==> src/rtl/issue_scheduler_pkg.sv <==
// Shared definitions for the dual-issue scheduler: state encoding,
// register-index width and the default event-counter width.
package issue_scheduler_pkg;

  localparam int REG_IDX_W     = 5;
  localparam int CNT_W_DEFAULT = 16;

  typedef enum logic [1:0] {
    ST_IDLE    = 2'd0,
    ST_SPLIT   = 2'd1,
    ST_LU_WAIT = 2'd2
  } sched_state_e;

endpackage

==> src/rtl/issue_scheduler_hazard_cmp.sv <==
// Compares one destination register against the two sources of an issue
// slot. A source only counts when it is actually read, and x0 never matches.
module hazard_cmp
  import issue_scheduler_pkg::*;
(
  input  logic [REG_IDX_W-1:0] i_rd,
  input  logic [REG_IDX_W-1:0] i_rs1,
  input  logic [REG_IDX_W-1:0] i_rs2,
  input  logic                 i_use_rs1,
  input  logic                 i_use_rs2,
  output logic                 o_match
);

  logic w_rd_nonzero;
  logic w_hit_rs1;
  logic w_hit_rs2;

  assign w_rd_nonzero = (i_rd != '0);
  assign w_hit_rs1    = i_use_rs1 & (i_rs1 == i_rd);
  assign w_hit_rs2    = i_use_rs2 & (i_rs2 == i_rd);
  assign o_match      = w_rd_nonzero & (w_hit_rs1 | w_hit_rs2);

endmodule

==> src/rtl/issue_scheduler.sv <==
// Dual-issue scheduler: splits hazardous issue pairs into two single-issue
// cycles and inserts a one-cycle bubble for load-use hazards.
// Optional feature macro: LOAD_USE_ENABLE_EN enables load-use detection,
// the LU_WAIT state and the lu_cnt_o counter.
module issue_scheduler
  import issue_scheduler_pkg::*;
#(
  parameter int CNT_W = CNT_W_DEFAULT
)
(
  input  logic                 clock_i,
  input  logic                 rst_ni,
  input  logic                 advance_i,
  input  logic                 valid0_i,
  input  logic                 valid1_i,
  input  logic [REG_IDX_W-1:0] rs1_0_i,
  input  logic [REG_IDX_W-1:0] rs2_0_i,
  input  logic [REG_IDX_W-1:0] rd_0_i,
  input  logic [REG_IDX_W-1:0] rs1_1_i,
  input  logic [REG_IDX_W-1:0] rs2_1_i,
  input  logic [REG_IDX_W-1:0] rd_1_i,
  input  logic                 use_rs1_0_i,
  input  logic                 use_rs2_0_i,
  input  logic                 use_rs1_1_i,
  input  logic                 use_rs2_1_i,
  input  logic                 regwrite0_i,
  input  logic                 regwrite1_i,
  input  logic                 mem0_i,
  input  logic                 mem1_i,
  input  logic                 branch0_i,
  input  logic                 ex_load0_i,
  input  logic                 ex_load1_i,
  input  logic [REG_IDX_W-1:0] ex_rd0_i,
  input  logic [REG_IDX_W-1:0] ex_rd1_i,
  output logic                 issue0_special_stall_o,
  output logic                 issue1_special_stall_o,
  output logic                 split_active_o,
  output logic [CNT_W-1:0]     split_cnt_o,
  output logic [CNT_W-1:0]     lu_cnt_o
);

  sched_state_e r_state;
  sched_state_e w_state_next;

  logic w_raw_match;
  logic w_raw01;
  logic w_waw01;
  logic w_struct;
  logic w_ctl;
  logic w_split_need;
  logic w_lu;
  logic w_stall0;
  logic w_stall1;
  logic w_split_inc;
  logic w_lu_inc;

  logic [CNT_W-1:0] r_split_cnt;

  // Intra-pair hazards: slot 1 must not issue alongside slot 0.
  hazard_cmp u_raw01 (
    .i_rd      (rd_0_i),
    .i_rs1     (rs1_1_i),
    .i_rs2     (rs2_1_i),
    .i_use_rs1 (use_rs1_1_i),
    .i_use_rs2 (use_rs2_1_i),
    .o_match   (w_raw_match)
  );

  assign w_raw01      = valid1_i & regwrite0_i & w_raw_match;
  assign w_waw01      = valid0_i & valid1_i & regwrite0_i & regwrite1_i &
                        (rd_0_i == rd_1_i) & (rd_0_i != '0);
  assign w_struct     = valid0_i & valid1_i & mem0_i & mem1_i;
  assign w_ctl        = valid0_i & branch0_i & valid1_i;
  assign w_split_need = w_raw01 | w_waw01 | w_struct | w_ctl;

`ifdef LOAD_USE_ENABLE_EN
  logic w_e0s0;
  logic w_e0s1;
  logic w_e1s0;
  logic w_e1s1;
  logic [CNT_W-1:0] r_lu_cnt;

  // Each execute-stage load destination is checked against both issue slots.
  hazard_cmp u_lu_e0s0 (
    .i_rd(ex_rd0_i), .i_rs1(rs1_0_i), .i_rs2(rs2_0_i),
    .i_use_rs1(use_rs1_0_i), .i_use_rs2(use_rs2_0_i), .o_match(w_e0s0)
  );
  hazard_cmp u_lu_e0s1 (
    .i_rd(ex_rd0_i), .i_rs1(rs1_1_i), .i_rs2(rs2_1_i),
    .i_use_rs1(use_rs1_1_i), .i_use_rs2(use_rs2_1_i), .o_match(w_e0s1)
  );
  hazard_cmp u_lu_e1s0 (
    .i_rd(ex_rd1_i), .i_rs1(rs1_0_i), .i_rs2(rs2_0_i),
    .i_use_rs1(use_rs1_0_i), .i_use_rs2(use_rs2_0_i), .o_match(w_e1s0)
  );
  hazard_cmp u_lu_e1s1 (
    .i_rd(ex_rd1_i), .i_rs1(rs1_1_i), .i_rs2(rs2_1_i),
    .i_use_rs1(use_rs1_1_i), .i_use_rs2(use_rs2_1_i), .o_match(w_e1s1)
  );

  assign w_lu = (ex_load0_i & ((valid0_i & w_e0s0) | (valid1_i & w_e0s1))) |
                (ex_load1_i & ((valid0_i & w_e1s0) | (valid1_i & w_e1s1)));

  // Saturating count of load-use bubbles inserted.
  always_ff @(posedge clock_i or negedge rst_ni) begin
    if (!rst_ni) begin
      r_lu_cnt <= '0;
    end else if (w_lu_inc && (r_lu_cnt != '1)) begin
      r_lu_cnt <= r_lu_cnt + CNT_W'(1);
    end
  end

  assign lu_cnt_o = r_lu_cnt;
`else
  logic w_unused_lu;

  assign w_unused_lu = ^{ex_load0_i, ex_load1_i, ex_rd0_i, ex_rd1_i, w_lu_inc};
  assign w_lu        = 1'b0;
  assign lu_cnt_o    = '0;
`endif

  // State register; only ever leaves a state on an advance cycle.
  always_ff @(posedge clock_i or negedge rst_ni) begin
    if (!rst_ni) begin
      r_state <= ST_IDLE;
    end else begin
      r_state <= w_state_next;
    end
  end

  // Next-state and stall decode; load-use takes priority over a split.
  always_comb begin
    w_state_next = r_state;
    w_stall0     = 1'b0;
    w_stall1     = 1'b0;
    w_split_inc  = 1'b0;
    w_lu_inc     = 1'b0;
    case (r_state)
      ST_IDLE: begin
        if (w_lu) begin
          w_stall0 = 1'b1;
          w_stall1 = 1'b1;
          if (advance_i) begin
            w_state_next = ST_LU_WAIT;
            w_lu_inc     = 1'b1;
          end
        end else if (w_split_need) begin
          w_stall1 = 1'b1;
          if (advance_i) begin
            w_state_next = ST_SPLIT;
            w_split_inc  = 1'b1;
          end
        end
      end
      ST_SPLIT, ST_LU_WAIT: begin
        if (advance_i) begin
          w_state_next = ST_IDLE;
        end
      end
      default: begin
        w_state_next = ST_IDLE;
      end
    endcase
  end

  // Saturating count of pairs that were split.
  always_ff @(posedge clock_i or negedge rst_ni) begin
    if (!rst_ni) begin
      r_split_cnt <= '0;
    end else if (w_split_inc && (r_split_cnt != '1)) begin
      r_split_cnt <= r_split_cnt + CNT_W'(1);
    end
  end

  // Stalls are forced low while reset is held, regardless of the inputs.
  assign issue0_special_stall_o = rst_ni & w_stall0;
  assign issue1_special_stall_o = rst_ni & w_stall1;
  assign split_active_o         = (r_state == ST_SPLIT);
  assign split_cnt_o            = r_split_cnt;

endmodule

==> config.mk <==
export PLATFORM = sky130hd
export DESIGN_NAME = issue_scheduler
export DESIGN_NICKNAME = d
export VERILOG_FILES = /design/src/rtl/issue_scheduler_pkg.sv /design/src/rtl/issue_scheduler_hazard_cmp.sv /design/src/rtl/issue_scheduler.sv
export SDC_FILE = /design/constraint.sdc
export NUM_CORES = 1
export LEC_CHECK = 0
export CORE_MARGIN = 2
export CORE_UTILIZATION = 34
export CTS_CLUSTER_SIZE = 10
export DETAILED_ROUTE_END_ITERATION = 12
export GPL_TIMING_DRIVEN = 0
export PLACE_DENSITY_LB_ADDON = 0.3
export SLEW_MARGIN = 20
export SYNTH_ARGS = -nofsm -noshare
export SYNTH_HDL_FRONTEND = slang
export SYNTH_SLANG_ARGS = --single-unit
==> constraint.sdc <==
create_clock -name clock_i -period 2.1 [get_ports clock_i]
set_input_delay 0.315 -clock clock_i [delete_from_list [all_inputs] [get_ports clock_i]]
set_output_delay 0.315 -clock clock_i [all_outputs]
set_load 0.05 [all_outputs]
==> impl_metrics.py, run 1 <==
metrics = {
    "critical_path": {
        "crit_family": "simple AND/OR/NAND/NOR gates",
        "worstPathRequired_ps": 1780,
        "path_class": "in -> out",
        "rr_endpoint": "split_cnt_o[1]",
        "cpPeakStageDelay_ps": 550,
        "crit_chain": "buf_2 -> xnor2_2 -> nand4_1 -> nor3_1 -> or4_4 -> buf_8 -> and3_4 -> buf_8",
        "worst_setup_path_end_kind": "primary output",
        "crit_buf_inv": 3,
        "cp_common_cell": "buf_8",
        "r2r_cells": 7,
        "timing.rr.start": "split_cnt_o[6]",
        "start_kind": "input pin",
        "critPathMaxFanout": 2,
        "rrSetupSlack_ps": 220,
        "cp_slowest_cell": "or4_4",
        "critical_path_arrival_ps": 1710,
    },
    "sta": {
        "slew_headroom_pct": 48.6,
        "holdWs_ps": 198,
        "rsz0062_at_grt": "no",
        "fin_crit_sh_pct": 96.2,
        "fmax_mhz": 495,
        "skew_ps": 2.00,
        "setup_violations": 0,
        "slew_viol_final": 0,
        "layout_setup_ws_ps": 79.7,
        "hold_violations": 0,
        "worst_slew_pin_slew_ps": 770,
        "period_minus_slack_ps": 2020,
    },
    "layout": {
        "fin_util_pct": 55.4,
        "area_growth_pct": 54.1,
        "drive_gt1_share_pct": 23.9,
        "num-nets-final": 263,
        "diodes": 0,
        "fin_cells": 251,
    },
    "cts": {
        "cts.sinks": 17,
        "root_buffer": "clkbuf_4",
        "cts_tree": "yes",
        "clk_pin_slew_ps": 100,
        "cts-hold-fix-buffers": 0,
        "clk_path_buf_depth": 2,
        "clk_latency_ps": 290,
        "htree_levels": 1,
        "cts_buffers": 3,
    },
    "pwr": {
        "leakage_nw": 0.848,
        "power_w": 0.00109,
        "ir_drop_uv": 327,
        "power_density_mw_per_mm2": 580,
    },
    "floorplanning": {
        "die_y_um": 63.9,
        "rows": 21,
        "boundaryPins": 91,
        "core_sq_mm": 0.00339,
        "die-area_sq_mm": 0.00408,
        "fp.dieW_um": 63.9,
        "initial_utilization_pct": 36.0,
    },
    "drt": {
        "first_iter_violations": 73,
        "drc_errors": 0,
        "dr.pass1.iters": 4,
        "vias_per_cell": 4.68,
        "drt_wl_total_mm": 2.92,
        "postRouteAntennaNets": 0,
        "vias": 1174,
        "wire_per_inst_um": 11.6,
    },
    "placed_design": {
        "gp_congestion": 0.818,
        "io_buffers": 49,
        "place_hpwl_mm": 2.30,
        "dp_slack_ps": -1200,
        "dp.cells": 245,
    },
    "synth": {
        "synth_commonest_cells": "xnor2_1 (25), buf_4 (17), dfrtp_1 (17), nand3_1 (17), nand4_1 (9)",
        "syn_avg_cell_area_sq_um": 9.09,
        "yosysUniqueCellTypes": 24,
        "syn_inst": 134,
        "synth_edf_count": 0,
        "yosysTopAreaCell": "dfrtp_1",
        "post-synth-top-count-cell": "xnor2_1",
        "ys_ff_latch": 17,
        "syn_area_sq_mm": 0.00122,
        "ys_warn_count": 0,
        "synthArstFlopShare_pct": 100,
        "synth_ff_type": "dfrtp_1",
        "synth.area.top_cells": "dfrtp_1 (35%), xnor2_1 (18%), buf_4 (10%)",
        "netlist.area_leader.share_pct": 34.9,
        "yosysSeqAreaShare_pct": 34.9,
    },
    "worst_hold_path": {
        "worstHoldPathType": "in -> async",
    },
    "grt": {
        "antenna_found_initial": 0,
        "grt_pass1_vias": 1107,
        "grt_max_degree": 19,
        "grtUsageTotal_pct": 15.1,
        "grt_pass1_wl_mm": 4.91,
        "overflow": 0,
    },
    "job": {
        "maxCapViolations": 0,
    },
    "outcome": {
        "outcome": "finished clean",
    },
}
[state kept, by name (all words and copies together) (netlist names)]
register and count:
r_state 1, split_cnt_o 16
[cell families (layout without fill, tap and decap cells)]
| kind of cell | after synthesis | count (layout) | share of synthesized area (%) |
|---|---|---|---|
| compound gates | 3 | 3 | 1.54 |
| xor+xnor | 29 | 29 | 20.8 |
| mux | 2 | 2 | 1.85 |
| flops | 17 | 17 | 34.9 |
| other cells | 1 | 17 | 0.308 |
| fa+ha+maj | 1 | 1 | 1.03 |
| buf+inv | 22 | 77 | 12.8 |
| simple gates | 59 | 59 | 26.7 |
[worst max path at each step]
stage,startpoint,endpoint,slack (ps),cells after the start
floorplan,split_cnt_o[6],split_cnt_o[1],30,7
global placement,rd_0_i[4],issue1_special_stall_o,-1180,9
detailed placement,rd_0_i[4],issue1_special_stall_o,-1200,9
CTS,rd_0_i[3],issue1_special_stall_o,-9,9
global route,rd_1_i[4],issue1_special_stall_o,20,8
finish,rd_1_i[4],issue1_special_stall_o,80,8
[placed cells by master (no fill, tap or decap)]
cell type and instances:
clkbuf_4 3, mux2_1 1, dlygate4sd2_1 7, or4_1 1, and3_4 1, conb_1 17, nand4_1 9, clkdlybuf4s15_1 8
buf_6 6, buf_8 3, and3_1 7, xnor2_2 3, o21ai_0 1, clkbuf_1 1, inv_1 2, xnor2_1 22
or4_4 1, and4_1 4, o31a_1 1, nand4b_1 1, a21oi_2 1, buf_4 20, mux2_2 1, buf_2 8
nor3_1 4, clkdlybuf4s50_1 18, nand2_1 6, nand2_2 1, nand3_1 17, xor2_1 4, ha_1 1, clkbuf_2 1
nor2_1 7, dfrtp_1 17
[per-stage QoR]
stage                     instance area, sq um  TNS, ps
after global routing                      1880        0
after global placement                    1830    -5560
final                                     1880        0
after floorplan                           1280        0
after detailed placement                  1830    -6210
after CTS                                 1890    -9.01
[metal layers]
metal  vias to the layer above  share of wire (%)  GRT usage, %
met3                         4                7.8          2.82
met5                         -                  0             0
li1                        579                  -             -
met4                         0                1.6          5.71
met1                       536                 41          18.8
met2                        55                 50          25.8
[where the power goes]
group          total (W)  switching, W  internal, W
sequential      0.000412     0.0000478     0.000364
clock           0.000177      0.000103    0.0000740
combinational   0.000500      0.000305     0.000195
[final cells by class]
type,count,area (sq um)
repair buffers,52,475
clock buffers,4,26.3
multi-input cells,111,732
fillers,327,1510
flip-flops and latches,17,425
well taps,46,57.6
plain buffers,19,154
inverters,2,7.51
[what timing repair did]
action,in CTS,in global routing
resized for setup,105,3
endpoints found under the setup margin,7,1
hold endpoints to repair,0,0
pin swaps,22,1
setup buffers,3,0
No activity file was read; power rests on OpenSTA's default activity.
==> run 2, diff against run 1 <==
CAP_MARGIN = 5   (was not set)
CTS_CLUSTER_SIZE = 14   (was 10)
==> results of run 2 <==
No change in the layout: final DEF, timing and power equal those of run 1.
